### config.mk
export PLATFORM = sky130hd
export DESIGN_NAME = shift_arbiter_flat
export DESIGN_NICKNAME = d
export VERILOG_FILES = /design/src/rtl/shift_arbiter_pkg.sv /design/src/rtl/shift_arbiter_if.sv /design/src/rtl/shift_arbiter_core.sv /design/src/rtl/shift_arbiter.sv /design/src/flat_wrapper.sv
export SDC_FILE = /design/constraint.sdc
export NUM_CORES = 1
export LEC_CHECK = 0
export ABC_AREA = 1
export CORE_MARGIN = 3
export CORE_UTILIZATION = 54
export DETAILED_ROUTE_END_ITERATION = 8
export PLACE_DENSITY = 0.83
export SETUP_SLACK_MARGIN = 0.3
export SLEW_MARGIN = 10
export SYNTH_ARGS = -nofsm -noshare
export SYNTH_HDL_FRONTEND = slang
export SYNTH_SLANG_ARGS = --single-unit
### constraint.sdc
create_clock -name clk -period 1.9 [get_ports clk]
set_input_delay 0.285 -clock clk [delete_from_list [all_inputs] [get_ports clk]]
set_output_delay 0.285 -clock clk [all_outputs]
set_load 0.02 [all_outputs]
### src/rtl/shift_arbiter_pkg.sv
// Shared constants for the two-requester shift arbiter: widths, requester count
// and the shift operation encoding.
package shift_arbiter_pkg;
    localparam int DATA_W  = 32;
    localparam int AMT_W   = 5;
    localparam int NUM_REQ = 2;

    typedef enum logic [1:0] {
        OP_SLL = 2'b00,
        OP_SRL = 2'b01,
        OP_RSV = 2'b10,
        OP_SRA = 2'b11
    } shift_op_e;

    function automatic logic op_is_reserved(input shift_op_e op);
        return op == OP_RSV;
    endfunction
endpackage

### src/rtl/shift_arbiter_if.sv
// Request/response bundle of the shift arbiter; master drives requests and
// consumes responses, slave is the arbiter itself.
interface shift_arbiter_if;
    import shift_arbiter_pkg::*;

    logic              req0_valid;
    logic              req0_ready;
    logic [1:0]        req0_op;
    logic [AMT_W-1:0]  req0_amt;
    logic [DATA_W-1:0] req0_data;
    logic              req1_valid;
    logic              req1_ready;
    logic [1:0]        req1_op;
    logic [AMT_W-1:0]  req1_amt;
    logic [DATA_W-1:0] req1_data;
    logic              rsp_valid;
    logic              rsp_ready;
    logic              rsp_id;
    logic [DATA_W-1:0] rsp_data;
    logic              rsp_err;

    modport master (
        output req0_valid, req0_op, req0_amt, req0_data,
        output req1_valid, req1_op, req1_amt, req1_data,
        input  req0_ready, req1_ready,
        input  rsp_valid, rsp_id, rsp_data, rsp_err,
        output rsp_ready
    );

    modport slave (
        input  req0_valid, req0_op, req0_amt, req0_data,
        input  req1_valid, req1_op, req1_amt, req1_data,
        output req0_ready, req1_ready,
        output rsp_valid, rsp_id, rsp_data, rsp_err,
        input  rsp_ready
    );
endinterface

### src/rtl/shift_arbiter_core.sv
// Purely combinational 32-bit shifter shared by both requesters.
module shift_core
    import shift_arbiter_pkg::*;
(
    input  shift_op_e         op,
    input  logic [AMT_W-1:0]  amt,
    input  logic [DATA_W-1:0] data,
    output logic [DATA_W-1:0] result
);
    always_comb begin
        result = '0;
        unique case (op)
            OP_SLL:  result = data << amt;
            OP_SRL:  result = data >> amt;
            OP_SRA:  result = DATA_W'($signed(data) >>> amt);
            default: result = '0;
        endcase
    end
endmodule

### src/rtl/shift_arbiter.sv
// Round-robin arbiter feeding one shared shifter through an issue register and
// a result register, with full backpressure from the response side.
module shift_arbiter
    import shift_arbiter_pkg::*;
(
    input  logic           clk,
    input  logic           rst,
    shift_arbiter_if.slave bus
);
    logic [NUM_REQ-1:0] valid_vec;
    logic [NUM_REQ-1:0] ready_vec;
    logic [1:0]         op_vec   [NUM_REQ];
    logic [AMT_W-1:0]   amt_vec  [NUM_REQ];
    logic [DATA_W-1:0]  data_vec [NUM_REQ];

    logic              last_grant_reg;
    logic              issue_valid_reg;
    shift_op_e         issue_op_reg;
    logic [AMT_W-1:0]  issue_amt_reg;
    logic [DATA_W-1:0] issue_data_reg;
    logic              issue_id_reg;
    logic              rsp_valid_reg;
    logic              rsp_id_reg;
    logic [DATA_W-1:0] rsp_data_reg;
    logic              rsp_err_reg;

    logic              grant_id;
    logic              res_advance;
    logic              issue_free;
    logic              accept;
    logic [DATA_W-1:0] core_result;

    assign valid_vec   = {bus.req1_valid, bus.req0_valid};
    assign op_vec[0]   = bus.req0_op;
    assign op_vec[1]   = bus.req1_op;
    assign amt_vec[0]  = bus.req0_amt;
    assign amt_vec[1]  = bus.req1_amt;
    assign data_vec[0] = bus.req0_data;
    assign data_vec[1] = bus.req1_data;

    // On a tie the requester that did not win last time goes first.
    assign grant_id    = (valid_vec == 2'b11) ? ~last_grant_reg : valid_vec[1];
    assign res_advance = !rsp_valid_reg || bus.rsp_ready;
    assign issue_free  = !issue_valid_reg || res_advance;

    generate
        for (genvar gi = 0; gi < NUM_REQ; gi++) begin : g_ready
            assign ready_vec[gi] = !rst && issue_free && valid_vec[gi]
                                   && (grant_id == (gi == 1));
        end
    endgenerate

    assign accept         = |(valid_vec & ready_vec);
    assign bus.req0_ready = ready_vec[0];
    assign bus.req1_ready = ready_vec[1];

    shift_core u_core (
        .op     (issue_op_reg),
        .amt    (issue_amt_reg),
        .data   (issue_data_reg),
        .result (core_result)
    );

    always_ff @(posedge clk) begin
        if (rst) begin
            last_grant_reg  <= 1'b1;
            issue_valid_reg <= 1'b0;
            issue_op_reg    <= OP_SLL;
            issue_amt_reg   <= '0;
            issue_data_reg  <= '0;
            issue_id_reg    <= 1'b0;
            rsp_valid_reg   <= 1'b0;
            rsp_id_reg      <= 1'b0;
            rsp_data_reg    <= '0;
            rsp_err_reg     <= 1'b0;
        end else begin
            if (accept) begin
                issue_valid_reg <= 1'b1;
                issue_op_reg    <= shift_op_e'(op_vec[grant_id]);
                issue_amt_reg   <= amt_vec[grant_id];
                issue_data_reg  <= data_vec[grant_id];
                issue_id_reg    <= grant_id;
                last_grant_reg  <= grant_id;
            end else if (res_advance) begin
                issue_valid_reg <= 1'b0;
            end
            // Result payload only reloads when a real entry moves up, so a stalled
            // or drained response keeps its last value.
            if (res_advance) begin
                rsp_valid_reg <= issue_valid_reg;
                if (issue_valid_reg) begin
                    rsp_id_reg   <= issue_id_reg;
                    rsp_data_reg <= core_result;
                    rsp_err_reg  <= op_is_reserved(issue_op_reg);
                end
            end
        end
    end

    assign bus.rsp_valid = rsp_valid_reg;
    assign bus.rsp_id    = rsp_id_reg;
    assign bus.rsp_data  = rsp_data_reg;
    assign bus.rsp_err   = rsp_err_reg;
endmodule

### src/flat_wrapper.sv
// flat-port wrapper written by rule: the top's interface ports become plain ports
module shift_arbiter_flat import shift_arbiter_pkg::*;
  (clk, rst, bus_req0_valid, bus_req0_op, bus_req0_amt, bus_req0_data, bus_req1_valid, bus_req1_op, bus_req1_amt, bus_req1_data, bus_req0_ready, bus_req1_ready, bus_rsp_valid, bus_rsp_id, bus_rsp_data, bus_rsp_err, bus_rsp_ready);
  shift_arbiter_if bus_i ();
  input  logic clk;
  input  logic rst;
  input wire logic [$bits(bus_i.req0_valid)-1:0] bus_req0_valid;
  input wire logic [$bits(bus_i.req0_op)-1:0] bus_req0_op;
  input wire logic [$bits(bus_i.req0_amt)-1:0] bus_req0_amt;
  input wire logic [$bits(bus_i.req0_data)-1:0] bus_req0_data;
  input wire logic [$bits(bus_i.req1_valid)-1:0] bus_req1_valid;
  input wire logic [$bits(bus_i.req1_op)-1:0] bus_req1_op;
  input wire logic [$bits(bus_i.req1_amt)-1:0] bus_req1_amt;
  input wire logic [$bits(bus_i.req1_data)-1:0] bus_req1_data;
  output wire logic [$bits(bus_i.req0_ready)-1:0] bus_req0_ready;
  output wire logic [$bits(bus_i.req1_ready)-1:0] bus_req1_ready;
  output wire logic [$bits(bus_i.rsp_valid)-1:0] bus_rsp_valid;
  output wire logic [$bits(bus_i.rsp_id)-1:0] bus_rsp_id;
  output wire logic [$bits(bus_i.rsp_data)-1:0] bus_rsp_data;
  output wire logic [$bits(bus_i.rsp_err)-1:0] bus_rsp_err;
  input wire logic [$bits(bus_i.rsp_ready)-1:0] bus_rsp_ready;
  assign bus_i.req0_valid = bus_req0_valid;
  assign bus_i.req0_op = bus_req0_op;
  assign bus_i.req0_amt = bus_req0_amt;
  assign bus_i.req0_data = bus_req0_data;
  assign bus_i.req1_valid = bus_req1_valid;
  assign bus_i.req1_op = bus_req1_op;
  assign bus_i.req1_amt = bus_req1_amt;
  assign bus_i.req1_data = bus_req1_data;
  assign bus_req0_ready = bus_i.req0_ready;
  assign bus_req1_ready = bus_i.req1_ready;
  assign bus_rsp_valid = bus_i.rsp_valid;
  assign bus_rsp_id = bus_i.rsp_id;
  assign bus_rsp_data = bus_i.rsp_data;
  assign bus_rsp_err = bus_i.rsp_err;
  assign bus_i.rsp_ready = bus_rsp_ready;
  shift_arbiter u_core (.clk(clk), .rst(rst), .bus(bus_i));
endmodule
==> results of run 1 <==
## through the flow
step                      cells  setup TNS [ns]  hold WS (ns)
after floorplan            1137               0         0.429
after global placement     1363           -4.22         0.451
after detailed placement   1363           -5.90         0.452
after CTS                  1400               0         0.355
## layer usage
| metal | GRT overflow | GRT usage |
|---|---|---|
| met5 | 0 | 0.170 |
| met4 | 4 | 0.609 |
| met3 | 0 | 0.519 |
| met2 | 4 | 0.876 |
| met1 | 0 | 0.700 |
## cells by family after synthesis
logic type | Yosys count | share of synthesized area
compound gates | 192 | 0.166
flops | 77 | 0.237
buf+inv | 125 | 0.0906
simple gates | 743 | 0.506
## what timing repair did
| action | 4_1_cts |
|---|---|
| pin swaps | 60 |
| endpoints found under the setup margin | 75 |
| buffers inserted | 8 |
| cloned | 13 |
| gates resized for setup | 240 |
==> flow_metrics.tcl, run 1 <==
set metrics [dict create \
    io_buffers 119 \
    synth-edff-count 0 \
    htree_levels 3 \
    numCtsBuffers 9 \
    synth.top_cells.by_count "nand2_1 (372), nand3_1 (306), dfxtp_1 (77), a21oi_1 (59), o21ai_0 (54)" \
    syn_area_um2 6510 \
    synth_most_common_cell "nand2_1" \
    stop_stage "global routing" \
    ctsRootBufferMaster "clkbuf_16" \
    yosysSeqAreaShare 0.237 \
    hold_buffers 0 \
    synth.avg_cell_area_um2 5.72 \
    grt_usage 0.684 \
    place_congestion 1.07 \
    yosysWarnings 0 \
    cts.path.max_buffers 2 \
    grt-worst-endpoint "u_core.bus.rsp_data[13]$_SDFFE_PP0P_/D" \
    grt_overflow 8 \
    ys_async_sr_fraction 0 \
    synth_top_area_frac 0.237 \
    io_pins 120 \
    synth.distinct_cells 36 \
    core.rowCount 39 \
    die_h_um 116 \
    synthCells 1137 \
    firstError "[ERROR GRT-0232] Routing congestion too high. Check the congestion heatmap in the GUI." \
    clkSinkCount 77 \
    synthesis.nets 1220 \
    fp.dieW_um 116 \
    synth_seq_cells 77 \
    yosysTopAreaCell "dfxtp_1" \
    synthTopCellsByArea "dfxtp_1 (24%), nand3_1 (24%), nand2_1 (21%)" \
    worstEndpointType "register data pin" \
    place_area_um2 7940 \
    outcome "aborted with a tool error" \
    initial_core_util 0.560 \
    synthFlopType "dfxtp_1" \
    dpl_worst_slack_ns -0.256 \
    grt_max_degree 62 \
    dp_hpwl_mm 18.4 \
]
==> run 2: changes to the inputs <==
--- a/config.mk
+++ b/config.mk
@@ -7,10 +7,9 @@
 export LEC_CHECK = 0
 export ABC_AREA = 1
 export CORE_MARGIN = 3
-export CORE_UTILIZATION = 54
+export CORE_UTILIZATION = 40
 export DETAILED_ROUTE_END_ITERATION = 8
-export PLACE_DENSITY = 0.83
-export SETUP_SLACK_MARGIN = 0.3
+export PLACE_DENSITY_LB_ADDON = 0.15
 export SLEW_MARGIN = 10
 export SYNTH_ARGS = -nofsm -noshare
 export SYNTH_HDL_FRONTEND = slang
==> run 2 against run 1 <==
Effect of this change:
- the run now ends clean
- synthesized area stayed put
- synthesized cell count did not move
==> flow_metrics.tcl, run 2 <==
set metrics [dict create \
    synth_most_common_cell "nand2_1" \
    clkSinkCount 77 \
    maxSlewViolCount 0 \
    syn_area_um2 6510 \
    layout-drive-gt1-share 0.173 \
    grt_overflow 0 \
    synth.distinct_cells 36 \
    fin_crit_sh 0.977 \
    endpoint_kind "register" \
    drt_iter0_drc 973 \
    vias_per_cell 5.83 \
    clkTransAtPathRegs_ns 0.06 \
    worstPathRequired_ns 2.18 \
    synth_top_area_frac 0.237 \
    syn_to_final_growth_pct 39.1 \
    core_area_um2 15500 \
    slew_headroom 0.730 \
    rsz0062_at_grt "true" \
    final_core_util 0.582 \
    final_common_cell "nand2_1" \
    initial_core_util 0.419 \
    yosysWarnings 0 \
    grt_max_degree 77 \
    synth_seq_cells 77 \
    slowest_delay_ns 0.43 \
    setup_viol 0 \
    htree_levels 3 \
    power_density_nw_per_um2 727 \
    firstDrtPassIters 6 \
    grt_antenna_before_repair 0 \
    fp.dieW_um 134 \
    via_count 8591 \
    crit_top_cell "nand2_1" \
    p_leak_nw 3.90 \
    postLayoutCellArea_um2 9050 \
    layout.nets 1341 \
    crit_path_start_kind "register" \
    ys_async_sr_fraction 0 \
    grt_pass1_wl_mm 41.0 \
    dp_cells 1444 \
    finalClockSkew_ns 0.00706 \
    arrival_ns 2.14 \
    fin_crit_ns 1.86 \
    synthCells 1137 \
    grt_usage 0.287 \
    crit_chain "clkbuf_16 > buf_6 > nand2_1 > nand2_1 > nand2_1 > nand3_1 > nand2_1 > o21ai_2 > nand2_1 > nand2_2 > nand2_1 > a21oi_1" \
    yosysSeqAreaShare 0.237 \
    ctsRootBufferMaster "clkbuf_16" \
    place_area_um2 8150 \
    die_h_um 134 \
    synth-edff-count 0 \
    tightest_slew_ns 0.405 \
    hold_buffers 0 \
    cp_max_fo 9 \
    finalHoldViolCount 0 \
    core.rowCount 45 \
    synthesis.nets 1220 \
    cts.path.max_buffers 2 \
    maxCapViolCount 0 \
    io_pins 120 \
    layout_common_cells "nand2_1 (337), nand3_1 (272), clkdlybuf4s50_1 (117), dfxtp_1 (74), buf_4 (54)" \
    fin_cells 1474 \
    critical-path-slowest-cell "dfxtp_4" \
    synthTopCellsByArea "dfxtp_1 (24%), nand3_1 (24%), nand2_1 (21%)" \
    routed_wl_mm 27.4 \
    synth.avg_cell_area_um2 5.72 \
    place_congestion 0.988 \
    wl_per_cell_um 18.6 \
    dieArea_um2 17800 \
    peakVddDrop_uv 468 \
    final_antenna_net_count 0 \
    critPathKind "register to register" \
    io_buffers 119 \
    synthFlopType "dfxtp_1" \
    numCtsBuffers 9 \
    dp_hpwl_mm 19.7 \
    worst_hold_path_type "register to register" \
    grt_pass1_vias 7711 \
    drc_errors 0 \
    clock.fmax_mhz 539 \
    clock_latency_ns 0.35 \
    total_power_mw 6.58 \
    outcome "finished clean" \
    synth.top_cells.by_count "nand2_1 (372), nand3_1 (306), dfxtp_1 (77), a21oi_1 (59), o21ai_0 (54)" \
    cts_tree "yes" \
    yosysTopAreaCell "dfxtp_1" \
    diodes 0 \
]
==> run 2: through the flow <==
stage	worst slack [ns]	TNS, ns	hold slack (ns)
6_report	0.0442	0	0.461
5_1_grt	-0.0439	-0.368	0.477
4_1_cts	0.00780	0	0.464
3_5_place_dp	-0.293	-8.22	0.452
3_3_place_gp	-0.285	-6.94	0.454
2_1_floorplan	0.214	0	0.429
==> run 2: critical path: cells and delay by family, from the launching register on <==
family	cells	cell delay [ns]
AO/OA/AOI/OAI	2	0.30
buffers and inverters	2	0.35
flip-flops	1	0.43
AND/OR/NAND/NOR	8	0.71
==> run 2: logic make-up (layout without fill, tap and decap cells) <==
family | count (synthesis) | count (layout) | synth area share
simple gates | 743 | 743 | 0.506
compound gates | 192 | 192 | 0.166
buf+inv | 125 | 251 | 0.0906
flops | 77 | 77 | 0.237
==> run 2: worst paths after layout <==
path / cells after the start / end / start / slack (ns)
worst max-delay path: 12 / u_core.bus.rsp_data[3]$_SDFFE_PP0P_ / u_core.issue_amt_reg[0]$_SDFFE_PP0P_ / 0.04
worst min-delay path: 2 / u_core.bus.rsp_data[9]$_SDFFE_PP0P_ / u_core.bus.rsp_data[9]$_SDFFE_PP0P_ / 0.46
worst max register to register: 12 / u_core.bus.rsp_data[3]$_SDFFE_PP0P_ / u_core.issue_amt_reg[0]$_SDFFE_PP0P_ / 0.04
worst min register to register: 2 / u_core.bus.rsp_data[9]$_SDFFE_PP0P_ / u_core.bus.rsp_data[9]$_SDFFE_PP0P_ / 0.46
==> run 2: report_power, final <==
part / switching (mW) / internal (mW) / leakage, nW
logic: 1.80 / 1.13 / 3.13
registers: 0.124 / 1.74 / 0.634
clock network: 0.736 / 1.05 / 0.140
total: 2.66 / 3.92 / 3.90
==> run 2: layout make-up <==
class | count | area [µm²]
Clock buffer | 10 | 239
Timing Repair Buffer | 195 | 2040
Inverter | 39 | 161
Fill cell | 1649 | 6490
Sequential cell | 77 | 1550
Timing Repair inverter | 1 | 11.3
Clock inverter | 6 | 62.6
Tap cell | 211 | 264
Multi-Input combinational cell | 935 | 4720
==> run 2: layer usage <==
metal,up-vias,wire [µm],track usage
li1,4140,-,-
met1,3981,11900,0.387
met2,412,12600,0.460
met3,58,2170,0.0570
met4,0,801,0.0954
met5,-,0,0
==> run 2: what timing repair did <==
item | in CTS | in global routing
buffers inserted | 0 | 7
gates resized for setup | 4 | 106
pin swaps | 0 | 16
gates cloned | 0 | 7
endpoints found under the setup margin | 2 | 46
endpoints found under the hold margin | 0 | 0
Note: power is estimated with default switching activity, not from simulation.
